**config.mk**
```make
export PLATFORM = sky130hd
export DESIGN_NAME = int_issue_queue
export DESIGN_NICKNAME = d
export VERILOG_FILES = /design/src/rtl/int_issue_queue.sv
export SDC_FILE = /design/constraint.sdc
export NUM_CORES = 2
export LEC_CHECK = 0
export BUFFER_PORTS_ARGS = -buffer_cell sky130_fd_sc_hd__buf_2
export CORE_ASPECT_RATIO = 1.4
export CORE_MARGIN = 2
export CORE_UTILIZATION = 61
export CTS_CLUSTER_SIZE = 28
export DETAILED_ROUTE_END_ITERATION = 10
export GPL_TIMING_DRIVEN = 1
export PLACE_DENSITY = 0.85
export SYNTH_ARGS = -nofsm -noshare
export SYNTH_HDL_FRONTEND = slang
export SYNTH_SLANG_ARGS = --single-unit
```
**constraint.sdc**
```tcl
create_clock -name clock -period 19.3 [get_ports clock]
set_input_delay 1.93 -clock clock [delete_from_list [all_inputs] [get_ports clock]]
set_output_delay 1.93 -clock clock [all_outputs]
set_load 0.01 [all_outputs]
```
**src/rtl/int_issue_queue.sv**
```systemverilog
// rtl/int_issue_queue.sv - integer issue queue: wakeup tracking, oldest-ready select by ROB age, flush kill
module int_issue_queue #(
  parameter int DEPTH     = 8,
  parameter int PREG_W    = 6,
  parameter int ROB_W     = 6,
  parameter int PAYLOAD_W = 128,
  parameter int CNT_W     = $clog2(DEPTH) + 1
) (
  input  logic                  clock,
  input  logic                  reset,
  input  logic                  enq_valid,
  output logic                  enq_ready,
  input  logic [PREG_W-1:0]     enq_prs1,
  input  logic [PREG_W-1:0]     enq_prs2,
  input  logic                  enq_src1_is_reg,
  input  logic                  enq_src2_is_reg,
  input  logic                  enq_src1_ready,
  input  logic                  enq_src2_ready,
  input  logic                  enq_robidx_flag,
  input  logic [ROB_W-1:0]      enq_robidx,
  input  logic [PAYLOAD_W-1:0]  enq_payload,
  input  logic [1:0]            wb_valid,
  input  logic [2*PREG_W-1:0]   wb_prd,
  output logic                  iss_valid,
  input  logic                  iss_ready,
  output logic [PREG_W-1:0]     iss_prs1,
  output logic [PREG_W-1:0]     iss_prs2,
  output logic                  iss_robidx_flag,
  output logic [ROB_W-1:0]      iss_robidx,
  output logic [PAYLOAD_W-1:0]  iss_payload,
  input  logic                  flush_valid,
  input  logic                  flush_robidx_flag,
  input  logic [ROB_W-1:0]      flush_robidx,
  output logic [CNT_W-1:0]      count
);
  localparam int IDX_W = $clog2(DEPTH);

  logic [DEPTH-1:0]     valid;
  logic [DEPTH-1:0]     rdy1;
  logic [DEPTH-1:0]     rdy2;
  logic [PREG_W-1:0]    prs1    [DEPTH];
  logic [PREG_W-1:0]    prs2    [DEPTH];
  logic                 rflag   [DEPTH];
  logic [ROB_W-1:0]     ridx    [DEPTH];
  logic [PAYLOAD_W-1:0] payload [DEPTH];

  logic [PREG_W-1:0] wb_prd0;
  logic [PREG_W-1:0] wb_prd1;
  logic [DEPTH-1:0]  hit1;
  logic [DEPTH-1:0]  hit2;
  logic [DEPTH-1:0]  kill;
  logic              enq_hit1;
  logic              enq_hit2;
  logic              free_found;
  logic [IDX_W-1:0]  free_idx;
  logic              sel_found;
  logic [IDX_W-1:0]  sel_idx;
  logic [CNT_W-1:0]  surv_cnt;
  logic              enq_fire;
  logic              iss_fire;

  // Age across ROB wrap: same flag compares indices directly, differing flag inverts.
  function automatic logic is_older(input logic af, input logic [ROB_W-1:0] ai,
                                    input logic bf, input logic [ROB_W-1:0] bi);
    return (af == bf) ? (ai < bi) : (ai > bi);
  endfunction

  assign wb_prd0 = wb_prd[0 +: PREG_W];
  assign wb_prd1 = wb_prd[PREG_W +: PREG_W];

  always_comb begin
    hit1 = '0;
    hit2 = '0;
    kill = '0;
    surv_cnt = '0;
    for (int i = 0; i < DEPTH; i++) begin
      hit1[i] = (wb_valid[0] && (wb_prd0 == prs1[i])) || (wb_valid[1] && (wb_prd1 == prs1[i]));
      hit2[i] = (wb_valid[0] && (wb_prd0 == prs2[i])) || (wb_valid[1] && (wb_prd1 == prs2[i]));
      kill[i] = valid[i] && is_older(flush_robidx_flag, flush_robidx, rflag[i], ridx[i]);
      surv_cnt = surv_cnt + CNT_W'(valid[i] && !kill[i]);
    end
    enq_hit1 = (wb_valid[0] && (wb_prd0 == enq_prs1)) || (wb_valid[1] && (wb_prd1 == enq_prs1));
    enq_hit2 = (wb_valid[0] && (wb_prd0 == enq_prs2)) || (wb_valid[1] && (wb_prd1 == enq_prs2));
  end

  always_comb begin
    free_found = 1'b0;
    free_idx   = '0;
    for (int i = DEPTH - 1; i >= 0; i--) begin
      if (!valid[i]) begin
        free_found = 1'b1;
        free_idx   = IDX_W'(i);
      end
    end
  end

  always_comb begin
    sel_found = 1'b0;
    sel_idx   = '0;
    for (int i = 0; i < DEPTH; i++) begin
      if (valid[i] && rdy1[i] && rdy2[i]) begin
        if (!sel_found || is_older(rflag[i], ridx[i], rflag[sel_idx], ridx[sel_idx])) begin
          sel_found = 1'b1;
          sel_idx   = IDX_W'(i);
        end
      end
    end
  end

  assign enq_ready       = (count < CNT_W'(DEPTH));
  assign iss_valid       = sel_found && !flush_valid;
  assign iss_prs1        = prs1[sel_idx];
  assign iss_prs2        = prs2[sel_idx];
  assign iss_robidx_flag = rflag[sel_idx];
  assign iss_robidx      = ridx[sel_idx];
  assign iss_payload     = payload[sel_idx];
  // count tracks popcount, so enq_ready implies free_found; the extra term keeps the write safe.
  assign enq_fire        = enq_valid && enq_ready && free_found && !flush_valid;
  assign iss_fire        = iss_valid && iss_ready;

  always_ff @(posedge clock) begin
    if (reset) begin
      valid <= '0;
      count <= '0;
    end else begin
      for (int i = 0; i < DEPTH; i++) begin
        if (valid[i] && hit1[i]) rdy1[i] <= 1'b1;
        if (valid[i] && hit2[i]) rdy2[i] <= 1'b1;
      end
      if (flush_valid) begin
        valid <= valid & ~kill;
        count <= surv_cnt;
      end else begin
        if (iss_fire) valid[sel_idx] <= 1'b0;
        if (enq_fire) begin
          valid[free_idx]   <= 1'b1;
          rdy1[free_idx]    <= !enq_src1_is_reg || enq_src1_ready || enq_hit1;
          rdy2[free_idx]    <= !enq_src2_is_reg || enq_src2_ready || enq_hit2;
          prs1[free_idx]    <= enq_prs1;
          prs2[free_idx]    <= enq_prs2;
          rflag[free_idx]   <= enq_robidx_flag;
          ridx[free_idx]    <= enq_robidx;
          payload[free_idx] <= enq_payload;
        end
        count <= count + CNT_W'(enq_fire) - CNT_W'(iss_fire);
      end
    end
  end
endmodule

```
-- Word-level counts from Yosys, hierarchy flattened
Memories as Yosys holds them, arrays and structs flattened.
Cells that the tools add are included.
- add/sub/neg operators: 9
- $lt $le $gt $ge: 35
- equality and inequality tests: 51
- muxes and demuxes: 112
- bitwise logic cells: 5
- reduce and logical (&&, ||, !) cells: 138
- operator list (kind ; count):
    6-bit == test ; 36
    1-bit logical AND ; 91
    6-bit > comparator ; 15
    6-bit less-than comparator ; 15
    1-bit two-way mux ; 78
    8-bit two-way mux ; 9
    3-bit two-way mux ; 20
    1-bit logical OR ; 29
    4-bit by 1-bit adder with 4-bit output ; 5
    1-bit logical NOT ; 18
    8-bit bitwise AND ; 2
    8-bit bitwise mux ; 2
    8-bit inverter ; 2
    1-bit == test ; 15
    3-bit by 4-bit less-than comparator with 1-bit output (second input constant) ; 2
    8-bit bitwise OR ; 1
    1-bit demux with 3-bit select ; 2
    3-bit by 1-bit greater-or-equal comparator with 1-bit output (second input constant) ; 2
    3-bit by 1-bit adder with 4-bit output ; 1
    4-bit less-than comparator (second input constant) ; 1
    4-bit two-way mux ; 1
    4-bit by 1-bit subtractor with 4-bit output ; 1
    2-bit by 1-bit adder with 3-bit output ; 1
    1-bit by 1-bit adder with 2-bit output ; 1
- register bits after elaboration: 28
- RAM bits: 1176
- output and inout bits: 153
- word-level logic and storage cells: 359
- memories kept: 5
- memory list (memory ; depth ; bits a word ; read ports ; clocked after memory_dff ; write ports ; line ; text):
    payload ; 8 ; 128 ; 1 ; 0 ; 1 ; 45 ; logic [PAYLOAD_W-1:0] payload [DEPTH];
    prs1 ; 8 ; 6 ; 9 ; 0 ; 1 ; 41 ; logic [PREG_W-1:0] prs1 [DEPTH];
    prs2 ; 8 ; 6 ; 9 ; 0 ; 1 ; 42 ; logic [PREG_W-1:0] prs2 [DEPTH];
    ridx ; 8 ; 6 ; 15 ; 0 ; 1 ; 44 ; logic [ROB_W-1:0] ridx [DEPTH];
    rflag ; 8 ; 1 ; 15 ; 0 ; 1 ; 43 ; logic rflag [DEPTH];

-- Longest topological paths before layout
An unclocked memory read counts as a cell.
- depth after elaboration: 55
- depth in mapped cells: 92
- mapped depth without buffers: 82

-- Least setup slack after synthesis
OpenSTA, ideal clock, no wires.
- path kind: reg2out
- from: memory ridx[0][1]
- to: output port iss_payload[100]
- data arrival time: 15.910 ns
- slack: 1.460 ns
- stages on the path, launching flop included: 91
- path buffers: 9
- cells stage by stage: edfxtp_1 > inv_1 > ha_1 > nor2b_1 > o21bai_1 > a31o_1 > o211ai_1 > nand2b_1 > clkbuf_1 > nor2_1 > a21oi_1 > ha_1 > and4_1 > nand3_1 > o21ai_0 > or2_1 > mux2_2 > clkbuf_1 > [... 55 more ...] > buf_2 > buf_1 > mux2i_1 > o22ai_1 > a211oi_1 > ha_1 > and3_1 > a221oi_1 > a21boi_0 > inv_1 > a2111oi_0 > mux2i_1 > and2_1 > a21o_1 > buf_4 > buf_12 > buf_12 > mux2_4
- RTL lines (what ; line ; text):
    from (decl) ; 44 ;
    to (decl) ; 30 ; output logic [PAYLOAD_W-1:0] iss_payload,

==> summary.md <==
| Metric | Value |
|---|---|
| Die Ht | ~350 um |
| Inserted Clock Buffers | 104 |
| R2r startpoint | ridx[0][3] |
| I/O Buffers | 329 |
| Slowest stage delay, CP | ~0.47 ns |
| Asr flop ratio synth | 0% |
| Clk buf depth | 3 |
| Most frequent cells in the layout | edfxtp_1 (1192), mux2i_1 (448), buf_2 (329), a21oi_1 (211), o21ai_0 (205) |
| Clk Tree Root Cell | clkbuf_16 |
| Post-route insts no fill | between 4k and 5k |
| Hold path endpoint | rdy1[6] |
| Seq/Total Area, Yosys | between 60% and 70% |
| Worst Setup Start Kind | flip-flop |
| Worst r2r dst | valid[1] |
| Die area | just under 90000 um2 |
| Hold Path Depth | 2 |
| Final WL | about 130000 um |
| Actual slew at the worst max-slew pin | about 1.1 ns |
| Dpl ws | 0.08567 ns |
| Final worst-path cycle share | between 90% and 100% |
| Final Hold Vio Count | 0 |
| Worst Setup End Kind | output port |
| Worst-Skew Late Latency | about 0.69 ns |
| Max Cap Viol | 0 |
| Hold Buf Count CTS | 0 |
| Syn Nets | 3723 |
| Yosys reg bits | around 1.2k |
| Post-Syn Area | 52960 um2 |
| GRT Overall Usage | between 20% and 30% |
| Vias per std cell | around 6.4 |
| Status | complete, no violations |
| Ys flop type | edfxtp_1 |
| CTS tree | built |
| Starting density of the core | 61.72% |
| Utilization after layout | between 60% and 70% |
| Placed Cells | 4761 |
| Core area | 85810 um2 |
| DRC Markers | 0 |
| Reg2Reg Setup Slack | about 3.6 ns |
| Worst EP arrival | between 15 and 20 ns |
| Layout cell share with drive strength beyond 1 | approximately a fifth |
| Peak supply drop | around 0.09 mV |
| First-pass GRT wire length | between 150000 and 200000 um |
| Hold_sp | rdy1[6] |
| Nets | just over 4k |
| Post-DP HPWL | just under 80000 um |
| Initial antenna violation count | 12 |
| # clock sinks | ~1.2k |
| CP max stage cell | o21ai_0 |
| Number of global-route vias before repair | 32.57k |
| Most area-hungry cell type in the Yosys netlist | edfxtp_1 |
| Synth warn | 0 |
| Largest net degree at the start of global routing | 145 |
| Synth-to-Final Area Change | 13.38% |
| DR iter-0 viols | 3052 |
| Area share of the leading cell type in the synthesized netlist | between 60% and 70% |
| Worst slew margin | between 20% and 30% |
| Top-Level Pins | 330 |
| Synth Area per Inst | ~15 um2 |
| Critical path fanouts, max | 45 |
| FP Rows | 127 |
| Wire per inst | between 20 and 30 um |
| Grt total ovfl | 0 |
| Largest cells by area after synthesis | edfxtp_1 (68%), mux2i_1 (8.5%), xnor2_1 (2.4%) |
| ANT nets after route | 0 |
| Post-synth EDFFs | around 1.2k |
| Final Max Tran Viols | 0 |
| Endpoints failing setup | 0 |
| Req. time, crit path | between 15 and 20 ns |
| Clk slew on worst S/H paths | 0.07 ns |
| Fmax | between 50 and 60 MHz |
| Die X | between 200 and 300 um |
| Minimum clock period | 18.63 ns |
| # H-tree levels | 3 |
| Synth cell types | around 80 |
| Commonest non-fill, non-tap cell in the layout | edfxtp_1 |
| Via Count | between 30k and 40k |
| Clock skew after layout | approximately 0.05 ns |
| Cells after Synth | 3444 |
| PwrDens | about 93 nW/um2 |
| Final WS setup | between 0.6 and 0.7 ns |
| Worst R2R Path Depth | between 70 and 80 |
| Drt first pass iters | 6 |
| Hold Crit Class | flip-flop to flip-flop |
| Leak | 0.02268 uW |
| CP Class | flip-flop to output port |
| GPL Wtd Cong | between 1 and 1.5 |
-- how the worst max path moves through the flow --
| stage | endpoint | startpoint | slack (ns) |
|---|---|---|---|
| after CTS | iss_payload[90] | ridx[0][3] | 0.06 |
| final | iss_payload[90] | ridx[0][3] | 0.67 |
| after detailed placement | iss_payload[90] | ridx[0][3] | 0.09 |
| after global placement | iss_payload[4] | ridx[0][3] | 0.40 |
| after global routing | iss_payload[56] | ridx[0][3] | -0.06 |
| after floorplan | iss_payload[100] | ridx[0][1] | 1.46 |
-- sequential cells by signal, summed over array words and instances (netlist names) --
| name | count |
|---|---|
| payload | 1024 |
| prs1 | 48 |
| prs2 | 48 |
| ridx | 48 |
| rdy1 | 8 |
| rdy2 | 8 |
| rflag | 8 |
| valid | 8 |
| count | 4 |
-- cell families after synthesis --
logic type	after synthesis	synth area share, %
DFF	1204	68.04
buffers and inverters	262	2.270
xor gates and xnor gates	235	3.886
muxes	601	12.21
AOI/OAI and AO/OA	702	7.856
adders and majority gates	102	2.481
and+or+nand+nor	338	3.249
-- cells in the mapped netlist, types with 5 or more instances --
master / count
a211oi_1: 19
mux2i_1: 449
inv_1: 79
clkbuf_1: 105
nand3_1: 33
a21oi_1: 217
fa_1: 5
xor2_1: 92
ha_1: 97
o21a_1: 7
nor3_1: 9
buf_1: 42
nor2_1: 72
nor2b_1: 9
a221oi_1: 10
buf_12: 8
nor4_1: 15
dfxtp_1: 12
and2_1: 15
a21o_1: 24
dlygate4sd1_1: 5
nand2_1: 86
o22ai_1: 143
a31oi_1: 11
mux2_2: 82
xnor2_1: 143
o211ai_1: 12
buf_4: 8
or4_1: 14
and3_1: 17
nand4_1: 50
o21ai_0: 209
buf_2: 12
edfxtp_1: 1192
mux2_4: 70
-- worst max-delay path, delay by kind of cell (launching register included) --
kind / cells / cell delay, ns
AND/OR/NAND/NOR: 19 / 2.76
multiplexers: 5 / 1.54
adder cells (fa/ha/maj): 7 / 2.20
flip-flops: 1 / 0.39
buffers and inverters: 8 / 1.25
AO/OA/AOI/OAI: 39 / 7.77
-- report_power, final --
| part | leakage [uW] | internal (uW) | switching, uW | total [uW] |
|---|---|---|---|---|
| clock | 0.00182 | 1320 | 946 | 2260 |
| combinational | 0.0100 | 175 | 255 | 430 |
| sequential | 0.0108 | 2890 | 8.77 | 2900 |
-- metrics by stage --
step	power, uW	TNS, ns	hold slack, ns	instance area (um2)
6_report	5594	0	0.6097	60050
5_1_grt	5736	-3.325	0.6541	60040
4_1_cts	5600	0	0.6004	59710
3_5_place_dp	3373	0	0.5821	55930
3_3_place_gp	3364	0	0.5714	55930
2_1_floorplan	3216	0	0.5333	52960
-- timing repair --
item	in CTS	in global routing
setup buffers	0	14
pin swaps	0	13
cloned	0	2
resized for setup	9	45
setup endpoints to repair	147	147
-- final cells by class --
type	count	area, um2
flip-flops and latches	1204	36030
clock inverters	76	1084
multi-input cells	1980	16060
clock buffers	117	2673
diodes	7	17.52
fillers	5453	25760
repair buffers	418	2506
well taps	1096	1371
inverters	79	296.5
-- metal layers --
layer	track usage, %	wire, um	share of wire (%)	vias up
met5	0	60	0.045	-
li1	-	-	-	14060
met3	3.978	9908	7.5	331
met1	37.11	49700	37	16030
met2	49.99	66570	50	1593
met4	15.54	6711	5.0	10
No activity file was read; power rests on OpenSTA's default activity.
